--- src/rtl/lsu_if.sv ---
// Data-memory bus between the load/store unit and memory.
// master: the lsu drives request, write flag, address, byte enables, write data.
// slave : memory returns the completion strobe and read data.
interface lsu_if;
    localparam int unsigned ADDR_W = 32;
    localparam int unsigned DATA_W = 32;
    localparam int unsigned BE_W   = 4;

    logic              mem_req_o;
    logic              mem_we_o;
    logic [ADDR_W-1:0] mem_addr_o;
    logic [BE_W-1:0]   mem_be_o;
    logic [DATA_W-1:0] mem_wdata_o;
    logic              mem_ack_i;
    logic [DATA_W-1:0] mem_rdata_i;

    modport master (
        output mem_req_o,
        output mem_we_o,
        output mem_addr_o,
        output mem_be_o,
        output mem_wdata_o,
        input  mem_ack_i,
        input  mem_rdata_i
    );

    modport slave (
        input  mem_req_o,
        input  mem_we_o,
        input  mem_addr_o,
        input  mem_be_o,
        input  mem_wdata_o,
        output mem_ack_i,
        output mem_rdata_i
    );
endinterface

--- src/rtl/lsu.sv ---
// Load/store unit for the RV32I execute stage.
// Accepts loads/stores from id/ex, runs one req/ack transaction on the data bus,
// holds the pipeline until the access completes, and returns extended load data.
// Ports:
//   clk, rst           : clock, synchronous active-high reset
//   valid_i, inst_i    : live instruction (opcode/func3 decoded here)
//   addr_i, wdata_i    : effective address and rs2 store data
//   rd_addr_i          : load destination
//   bus                : data-memory bus (lsu_if.master)
//   rd_addr_o/rd_data_o/rd_wen_o : writeback, one-cycle pulse
//   hold_flag_o        : combinational pipeline hold to ctrl
//   misalign_o, bus_err_o : one-cycle exception pulses
module lsu #(
    parameter int unsigned TIMEOUT_CYCLES = 255
) (
    input  logic        clk,
    input  logic        rst,
    input  logic        valid_i,
    input  logic [31:0] inst_i,
    input  logic [31:0] addr_i,
    input  logic [31:0] wdata_i,
    input  logic [4:0]  rd_addr_i,
    lsu_if.master       bus,
    output logic [4:0]  rd_addr_o,
    output logic [31:0] rd_data_o,
    output logic        rd_wen_o,
    output logic        hold_flag_o,
    output logic        misalign_o,
    output logic        bus_err_o
);
    localparam int unsigned XLEN   = 32;
    localparam int unsigned BE_W   = 4;
    localparam int unsigned REG_W  = 5;
    localparam int unsigned CNT_W  = 10;
    localparam logic [CNT_W-1:0] TO_LAST = CNT_W'(TIMEOUT_CYCLES - 1);
    localparam logic [6:0] OP_LOAD  = 7'b0000011;
    localparam logic [6:0] OP_STORE = 7'b0100011;

    typedef enum logic [1:0] {
        S_IDLE = 2'd0,
        S_WAIT = 2'd1,
        S_RESP = 2'd2
    } state_e;

    state_e            state_q;
    logic [CNT_W-1:0]  cnt_q;
    logic [CNT_W-1:0]  cnt_d;
    logic              skip_q;
    logic              req_q;
    logic              we_q;
    logic [XLEN-1:0]   addr_q;
    logic [1:0]        off_q;
    logic [BE_W-1:0]   be_q;
    logic [XLEN-1:0]   wdata_q;
    logic [2:0]        func3_q;
    logic [REG_W-1:0]  rd_addr_q;
    logic [XLEN-1:0]   rd_data_q;
    logic              rd_wen_q;
    logic              misalign_q;
    logic              bus_err_q;

    logic [6:0]        opcode_c;
    logic [2:0]        func3_c;
    logic              is_load_c;
    logic              is_store_c;
    logic              legal_c;
    logic              mis_c;
    logic              cand_c;
    logic              accept_c;
    logic              misalign_c;
    logic [BE_W-1:0]   be_c;
    logic [XLEN-1:0]   wdata_c;

    // Only opcode and func3 matter here; the rest of the instruction is decoded upstream.
    logic unused_inst_bits;
    assign unused_inst_bits = ^{inst_i[31:15], inst_i[11:7]};

    // Aligned extraction of load data from the returned bus word.
    function automatic logic [XLEN-1:0] extract(input logic [2:0] f3,
                                                 input logic [1:0] off,
                                                 input logic [XLEN-1:0] d);
        logic [7:0]  b;
        logic [15:0] h;
        case (off)
            2'd0:    b = d[7:0];
            2'd1:    b = d[15:8];
            2'd2:    b = d[23:16];
            default: b = d[31:24];
        endcase
        h = off[1] ? d[31:16] : d[15:0];
        case (f3)
            3'd0:    extract = {{24{b[7]}}, b};
            3'd1:    extract = {{16{h[15]}}, h};
            3'd4:    extract = {24'd0, b};
            3'd5:    extract = {16'd0, h};
            default: extract = d;
        endcase
    endfunction

    // Instruction decode, alignment check, lane steering.
    always_comb begin
        opcode_c   = inst_i[6:0];
        func3_c    = inst_i[14:12];
        is_load_c  = (opcode_c == OP_LOAD);
        is_store_c = (opcode_c == OP_STORE);
        legal_c    = 1'b0;
        if (is_load_c) begin
            legal_c = (func3_c inside {3'd0, 3'd1, 3'd2, 3'd4, 3'd5});
        end
        if (is_store_c) begin
            legal_c = (func3_c inside {3'd0, 3'd1, 3'd2});
        end
        mis_c = ((func3_c[1:0] == 2'b01) && addr_i[0])
             || ((func3_c[1:0] == 2'b10) && (addr_i[1:0] != 2'b00));

        // The cycle after a misalign pulse is skipped so one instruction pulses once.
        cand_c     = (state_q == S_IDLE) && !skip_q && valid_i && legal_c;
        accept_c   = cand_c && !mis_c;
        misalign_c = cand_c && mis_c;

        case (func3_c[1:0])
            2'b00:   be_c = 4'b0001 << addr_i[1:0];
            2'b01:   be_c = addr_i[1] ? 4'b1100 : 4'b0011;
            default: be_c = 4'b1111;
        endcase
        case (func3_c[1:0])
            2'b00:   wdata_c = {4{wdata_i[7:0]}};
            2'b01:   wdata_c = {2{wdata_i[15:0]}};
            default: wdata_c = wdata_i;
        endcase

        cnt_d = cnt_q + CNT_W'(1);
    end

    // Control FSM with registered bus and writeback outputs.
    always_ff @(posedge clk) begin
        if (rst) begin
            state_q    <= S_IDLE;
            cnt_q      <= '0;
            skip_q     <= 1'b0;
            req_q      <= 1'b0;
            we_q       <= 1'b0;
            addr_q     <= '0;
            off_q      <= '0;
            be_q       <= '0;
            wdata_q    <= '0;
            func3_q    <= '0;
            rd_addr_q  <= '0;
            rd_data_q  <= '0;
            rd_wen_q   <= 1'b0;
            misalign_q <= 1'b0;
            bus_err_q  <= 1'b0;
        end else begin
            rd_wen_q   <= 1'b0;
            misalign_q <= 1'b0;
            bus_err_q  <= 1'b0;
            skip_q     <= 1'b0;
            case (state_q)
                S_IDLE: begin
                    if (accept_c) begin
                        state_q   <= S_WAIT;
                        cnt_q     <= '0;
                        req_q     <= 1'b1;
                        we_q      <= is_store_c;
                        addr_q    <= {addr_i[31:2], 2'b00};
                        off_q     <= addr_i[1:0];
                        be_q      <= be_c;
                        wdata_q   <= wdata_c;
                        func3_q   <= func3_c;
                        rd_addr_q <= rd_addr_i;
                    end else if (misalign_c) begin
                        misalign_q <= 1'b1;
                        skip_q     <= 1'b1;
                    end
                end
                S_WAIT: begin
                    // Ack has priority over a timeout in the same cycle.
                    if (bus.mem_ack_i) begin
                        state_q   <= S_RESP;
                        req_q     <= 1'b0;
                        we_q      <= 1'b0;
                        addr_q    <= '0;
                        be_q      <= '0;
                        wdata_q   <= '0;
                        rd_data_q <= extract(func3_q, off_q, bus.mem_rdata_i);
                        rd_wen_q  <= !we_q && (rd_addr_q != '0);
                    end else if (cnt_q == TO_LAST) begin
                        state_q   <= S_RESP;
                        req_q     <= 1'b0;
                        we_q      <= 1'b0;
                        addr_q    <= '0;
                        be_q      <= '0;
                        wdata_q   <= '0;
                        bus_err_q <= 1'b1;
                    end else begin
                        cnt_q <= cnt_d;
                    end
                end
                S_RESP: begin
                    state_q <= S_IDLE;
                end
                default: begin
                    state_q <= S_IDLE;
                end
            endcase
        end
    end

    assign bus.mem_req_o   = req_q;
    assign bus.mem_we_o    = we_q;
    assign bus.mem_addr_o  = addr_q;
    assign bus.mem_be_o    = be_q;
    assign bus.mem_wdata_o = wdata_q;
    assign rd_addr_o       = rd_addr_q;
    assign rd_data_o       = rd_data_q;
    assign rd_wen_o        = rd_wen_q;
    assign misalign_o      = misalign_q;
    assign bus_err_o       = bus_err_q;

    // Hold is combinational so the id/ex register freezes in the accept cycle itself.
    assign hold_flag_o = !rst && (accept_c || (state_q == S_WAIT));

endmodule

--- src/flat_wrapper.sv ---
// flat-port wrapper written by rule: the top's interface ports become plain ports
module lsu_flat 
#(
    parameter int unsigned TIMEOUT_CYCLES = 255
)
  (clk, rst, valid_i, inst_i, addr_i, wdata_i, rd_addr_i, rd_addr_o, rd_data_o, rd_wen_o, hold_flag_o, misalign_o, bus_err_o, bus_mem_req_o, bus_mem_we_o, bus_mem_addr_o, bus_mem_be_o, bus_mem_wdata_o, bus_mem_ack_i, bus_mem_rdata_i);
  lsu_if bus_i ();
  input  logic clk;
  input  logic rst;
  input  logic valid_i;
  input  logic [31:0] inst_i;
  input  logic [31:0] addr_i;
  input  logic [31:0] wdata_i;
  input  logic [4:0] rd_addr_i;
  output logic [4:0] rd_addr_o;
  output logic [31:0] rd_data_o;
  output logic rd_wen_o;
  output logic hold_flag_o;
  output logic misalign_o;
  output logic bus_err_o;
  output wire logic [$bits(bus_i.mem_req_o)-1:0] bus_mem_req_o;
  output wire logic [$bits(bus_i.mem_we_o)-1:0] bus_mem_we_o;
  output wire logic [$bits(bus_i.mem_addr_o)-1:0] bus_mem_addr_o;
  output wire logic [$bits(bus_i.mem_be_o)-1:0] bus_mem_be_o;
  output wire logic [$bits(bus_i.mem_wdata_o)-1:0] bus_mem_wdata_o;
  input wire logic [$bits(bus_i.mem_ack_i)-1:0] bus_mem_ack_i;
  input wire logic [$bits(bus_i.mem_rdata_i)-1:0] bus_mem_rdata_i;
  assign bus_mem_req_o = bus_i.mem_req_o;
  assign bus_mem_we_o = bus_i.mem_we_o;
  assign bus_mem_addr_o = bus_i.mem_addr_o;
  assign bus_mem_be_o = bus_i.mem_be_o;
  assign bus_mem_wdata_o = bus_i.mem_wdata_o;
  assign bus_i.mem_ack_i = bus_mem_ack_i;
  assign bus_i.mem_rdata_i = bus_mem_rdata_i;
  lsu #(.TIMEOUT_CYCLES(TIMEOUT_CYCLES)) u_core (.clk(clk), .rst(rst), .valid_i(valid_i), .inst_i(inst_i), .addr_i(addr_i), .wdata_i(wdata_i), .rd_addr_i(rd_addr_i), .bus(bus_i), .rd_addr_o(rd_addr_o), .rd_data_o(rd_data_o), .rd_wen_o(rd_wen_o), .hold_flag_o(hold_flag_o), .misalign_o(misalign_o), .bus_err_o(bus_err_o));
endmodule
--- config.mk ---
export PLATFORM = sky130hd
export DESIGN_NAME = lsu_flat
export DESIGN_NICKNAME = d
export VERILOG_FILES = /design/src/rtl/lsu_if.sv /design/src/rtl/lsu.sv /design/src/flat_wrapper.sv
export SDC_FILE = /design/constraint.sdc
export NUM_CORES = 1
export LEC_CHECK = 0
export CAP_MARGIN = 20
export CELL_PAD_IN_SITES_DETAIL_PLACEMENT = 1
export CELL_PAD_IN_SITES_GLOBAL_PLACEMENT = 1
export CORE_UTILIZATION = 27
export DETAILED_ROUTE_END_ITERATION = 8
export PLACE_DENSITY = 0.85
export SLEW_MARGIN = 40
export SYNTH_ARGS = -nofsm -noshare
export SYNTH_HDL_FRONTEND = slang
export SYNTH_SLANG_ARGS = --single-unit
--- constraint.sdc ---
create_clock -name clk -period 1.7 [get_ports clk]
set_input_delay 0.17 -clock clk [delete_from_list [all_inputs] [get_ports clk]]
set_output_delay 0.17 -clock clk [all_outputs]
set_load 0.01 [all_outputs]
==> impl_metrics.py <==
metrics = {
    "grt": {
        "grt_pass1_wl_mm": 37.9,
        "grt_pass1_vias": 6822,
        "grt_max_degree": 126,
        "antenna_found_initial": 3,
        "grt_use_total": 0.224,
        "overflow": 0,
    },
    "floorplanning": {
        "io_pins": 248,
        "design.die.area_um2": 21900,
        "start_util": 0.275,
        "die_h_um": 148,
        "fp-row-count": 53,
        "dieWidth_um": 148,
        "core-area_um2": 21000,
    },
    "placement": {
        "portBuffers": 223,
        "placed_cells": 1168,
        "dp_hpwl_mm": 15.9,
        "routabilityCongestion": 0.835,
    },
    "route": {
        "routed_wl_mm": 25.9,
        "ant_nets": 0,
        "num_vias": 6470,
        "wl_per_cell_um": 21.1,
        "drtIter0Drc": 290,
        "drc": 0,
        "viasPerCell": 5.27,
        "dr.pass1.iters": 4,
    },
    "power_and_ir_drop": {
        "peakVddDrop_v": 0.000728,
        "leakage_nw": 3.43,
        "powerDensity_nw_per_um2": 728,
    },
    "synthesis": {
        "synthAdderAreaFrac": 0.00435,
        "syn_avg_cell_area_um2": 8.53,
        "muxShareOfSynthArea": 0.0700,
        "ys_types": 54,
        "synth_flop_cell": "dfxtp_1",
        "synth_seq_cells": 125,
        "ys.warnings.count": 0,
        "synth_compound_area_frac": 0.219,
        "synth_area_um2": 5760,
        "synth-simple-area-share": 0.204,
        "yosysSeqAreaShare": 0.435,
        "synth_cells": 675,
        "async_reset_ff_frac": 0,
        "synth_top_family_by_area": "compound AO/OA/AOI/OAI gates",
        "synth_edf_count": 0,
        "synth_xor_area_frac": 0.00609,
    },
    "clock_tree": {
        "cts.hold.buffers_added": 0,
        "cts.sinks": 125,
        "root_buffer": "clkbuf_16",
        "clk_latency_ns": 0.43,
        "cts_tree": "built",
        "cts.clk_slew.worst_paths_ns": 0.06,
        "cts_inserted_buffers": 17,
        "clk_path_buf_depth": 2,
        "h-tree-depth": 4,
    },
    "layout": {
        "fin_cells": 1227,
        "fillers": 2351,
        "final_cell_mix": "clkdlybuf4s50_1 (216), dfxtp_1 (120), nand2_1 (99)",
        "nets": 1076,
        "register_area_um2": 2510,
        "drive_above_1_share": 0.264,
        "multi_input_area_um2": 3470,
        "area_growth_pct": 76.7,
        "mostFrequentLayoutCell": "clkdlybuf4s50_1",
    },
    "critical_path": {
        "endpoint": "u_core.bus.mem_wdata_o[17]$_SDFFE_PP0P_",
        "required_ns": 1.97,
        "cp-end-kind": "register",
        "crit_type": "reg -> reg",
        "critical_path.max_stage_delay_ns": 0.42,
        "crit_chain": "inv_2 > ha_4 > or3b_4 > nor3_4 > o21ai_4 > clkbuf_16 > a21oi_2 > a211oi_1",
        "arrival_ns": 2.21,
        "r2r_cells": 8,
        "worst_path_max_delay_cell": "or3b_4",
        "r2r-end": "u_core.bus.mem_wdata_o[17]$_SDFFE_PP0P_",
        "cp-startpoint": "u_core.cnt_q[0]$_SDFFE_PP0P_",
        "path_max_fanout": 6,
        "start_kind": "register",
        "r2r_start": "u_core.cnt_q[0]$_SDFFE_PP0P_",
        "r2r_setup_slack_ns": -0.24,
    },
    "sta": {
        "hold_viol": 0,
        "setup_ws_ns": -0.237,
        "max_freq_mhz": 516,
        "setup_viol": 95,
        "timing.final.crit_share": 1.14,
        "relSlewSlack": 0.543,
        "rsz0062_at_grt": "true",
        "fin_skew_ns": 0.00724,
        "finalMaxSlewViolations": 0,
        "fin_crit_ns": 1.94,
        "tightest_slew_ns": 0.686,
        "holdWs_ns": 0.288,
    },
    "flow_run": {
        "maxCapViolCount": 0,
    },
    "status": {
        "status": "finished with violations",
        "violations": "setup timing",
    },
    "hold_path": {
        "hp-start": "addr_i[30]",
        "min_path_type": "in -> reg",
    },
}
## through the flow
step	area (um^2)	power (mW)	worst slack, ns	utilization	setup TNS [ns]
after floorplan	5830	3.19	-0.0489	-	-0.863
after global placement	8710	3.57	-0.928	0.416	-74.10
after detailed placement	8710	3.58	-0.908	0.416	-73.37
after CTS	9910	7.43	-0.177	0.473	-9.53
after global routing	10200	7.64	-0.319	0.485	-20.33
final	10200	7.41	-0.237	0.485	-14.18
## power by group
group / switching, mW / total (mW) / internal, mW / leakage, nW
Combinational: 0.286 / 0.634 / 0.347 / 2.13
Clock: 1.51 / 3.84 / 2.33 / 0.291
Sequential: 0.00415 / 2.94 / 2.93 / 1.01
## how the worst min path moves through the flow
stage	cells after the start	end	slack (ns)
3_3_place_gp	2	u_core.bus.mem_addr_o[25]$_SDFFE_PP0P_	0.44
2_1_floorplan	2	u_core.off_q[1]$_SDFFE_PP0P_	0.30
6_report	3	u_core.bus.mem_addr_o[30]$_SDFFE_PP0P_	0.29
5_1_grt	3	u_core.bus.mem_addr_o[14]$_SDFFE_PP0P_	0.29
4_1_cts	3	u_core.bus.mem_addr_o[30]$_SDFFE_PP0P_	0.28
3_5_place_dp	2	u_core.bus.mem_addr_o[25]$_SDFFE_PP0P_	0.45
## what timing repair did
action,4_1_cts,5_1_grt
cloned,6,6
resized for setup,88,51
setup buffers,15,6
pin swaps,43,30
endpoints found under the setup margin,109,118
## cells by family after synthesis
kind of cell             count (synthesis)
AND/OR/NAND/NOR                        249
multiplexers                            36
buffers and inverters                   71
other                                    1
AO/OA/AOI/OAI                          187
XOR/XNOR                                 4
flip-flops                             125
adder cells (fa/ha/maj)                  2
## registers in the layout, indices dropped and copies added, names as in the netlist
signal and flops:
u_core.bus.mem_wdata_o 32, u_core.rd_data_o 32, u_core.bus.mem_addr_o 30, u_core.cnt_q 10, u_core.rd_addr_o 5, u_core.bus.mem_be_o 4
u_core.func3_q 3, u_core.off_q 2, u_core.state_q 2, u_core.bus.mem_req_o 1, u_core.bus.mem_we_o 1, u_core.bus_err_o 1
u_core.rd_wen_o 1, u_core.skip_q 1
## layout make-up
class                           instances  share of cell area
Multi-Input combinational cell        482               0.342
Timing Repair Buffer                  305               0.315
Sequential cell                       125               0.247
Clock buffer                           17              0.0418
Tap cell                              275              0.0338
Clock inverter                         15              0.0185
Inverter                                6             0.00221
Antenna cell                            2            0.000492
## metal layers
| metal | vias up | GRT usage | wire [um] |
|---|---|---|---|
| met1 | 3209 | 0.248 | 9980 |
| li1 | 2944 | - | - |
| met2 | 248 | 0.390 | 13200 |
| met3 | 67 | 0.0698 | 1840 |
| met5 | - | 0 | 13 |
| met4 | 2 | 0.101 | 866 |
## worst max-delay path: cells and delay by family, from the launching register on
kind / cells / cell delay [ns]
DFF: 1 / 0.33
and+or+nand+nor: 2 / 0.65
AOI/OAI and AO/OA: 3 / 0.40
buffers and inverters: 2 / 0.29
adders and majority gates: 1 / 0.12
## Yosys cell counts, types with 2 or more instances
| library cell | number | area [um^2] |
|---|---|---|
| mux2_2 | 14 | 158 |
| o211ai_1 | 8 | 60.1 |
| nand2b_1 | 4 | 25.0 |
| buf_2 | 16 | 80.1 |
| mux4_2 | 2 | 45.0 |
| clkbuf_1 | 39 | 146 |
| ha_1 | 2 | 25.0 |
| nand2_1 | 104 | 390 |
| a2bb2oi_1 | 7 | 61.3 |
| buf_4 | 5 | 37.5 |
| and3_1 | 3 | 18.8 |
| a21oi_1 | 92 | 460 |
| a311oi_1 | 10 | 87.6 |
| inv_1 | 5 | 18.8 |
| a211oi_1 | 25 | 188 |
| dfxtp_1 | 125 | 2500 |
| nor3b_1 | 14 | 105 |
| a211oi_2 | 11 | 138 |
| or3_1 | 2 | 12.5 |
| o21ai_0 | 14 | 70.1 |
| a2111oi_0 | 8 | 70.1 |
| mux2i_1 | 20 | 200 |
| xor2_1 | 4 | 35.0 |
| nand3_1 | 56 | 280 |
| nor4_1 | 4 | 25.0 |
| nor2_1 | 41 | 154 |
| buf_6 | 4 | 45.0 |
| nor3_1 | 10 | 50.1 |
Note: power is estimated with default switching activity, not from simulation.
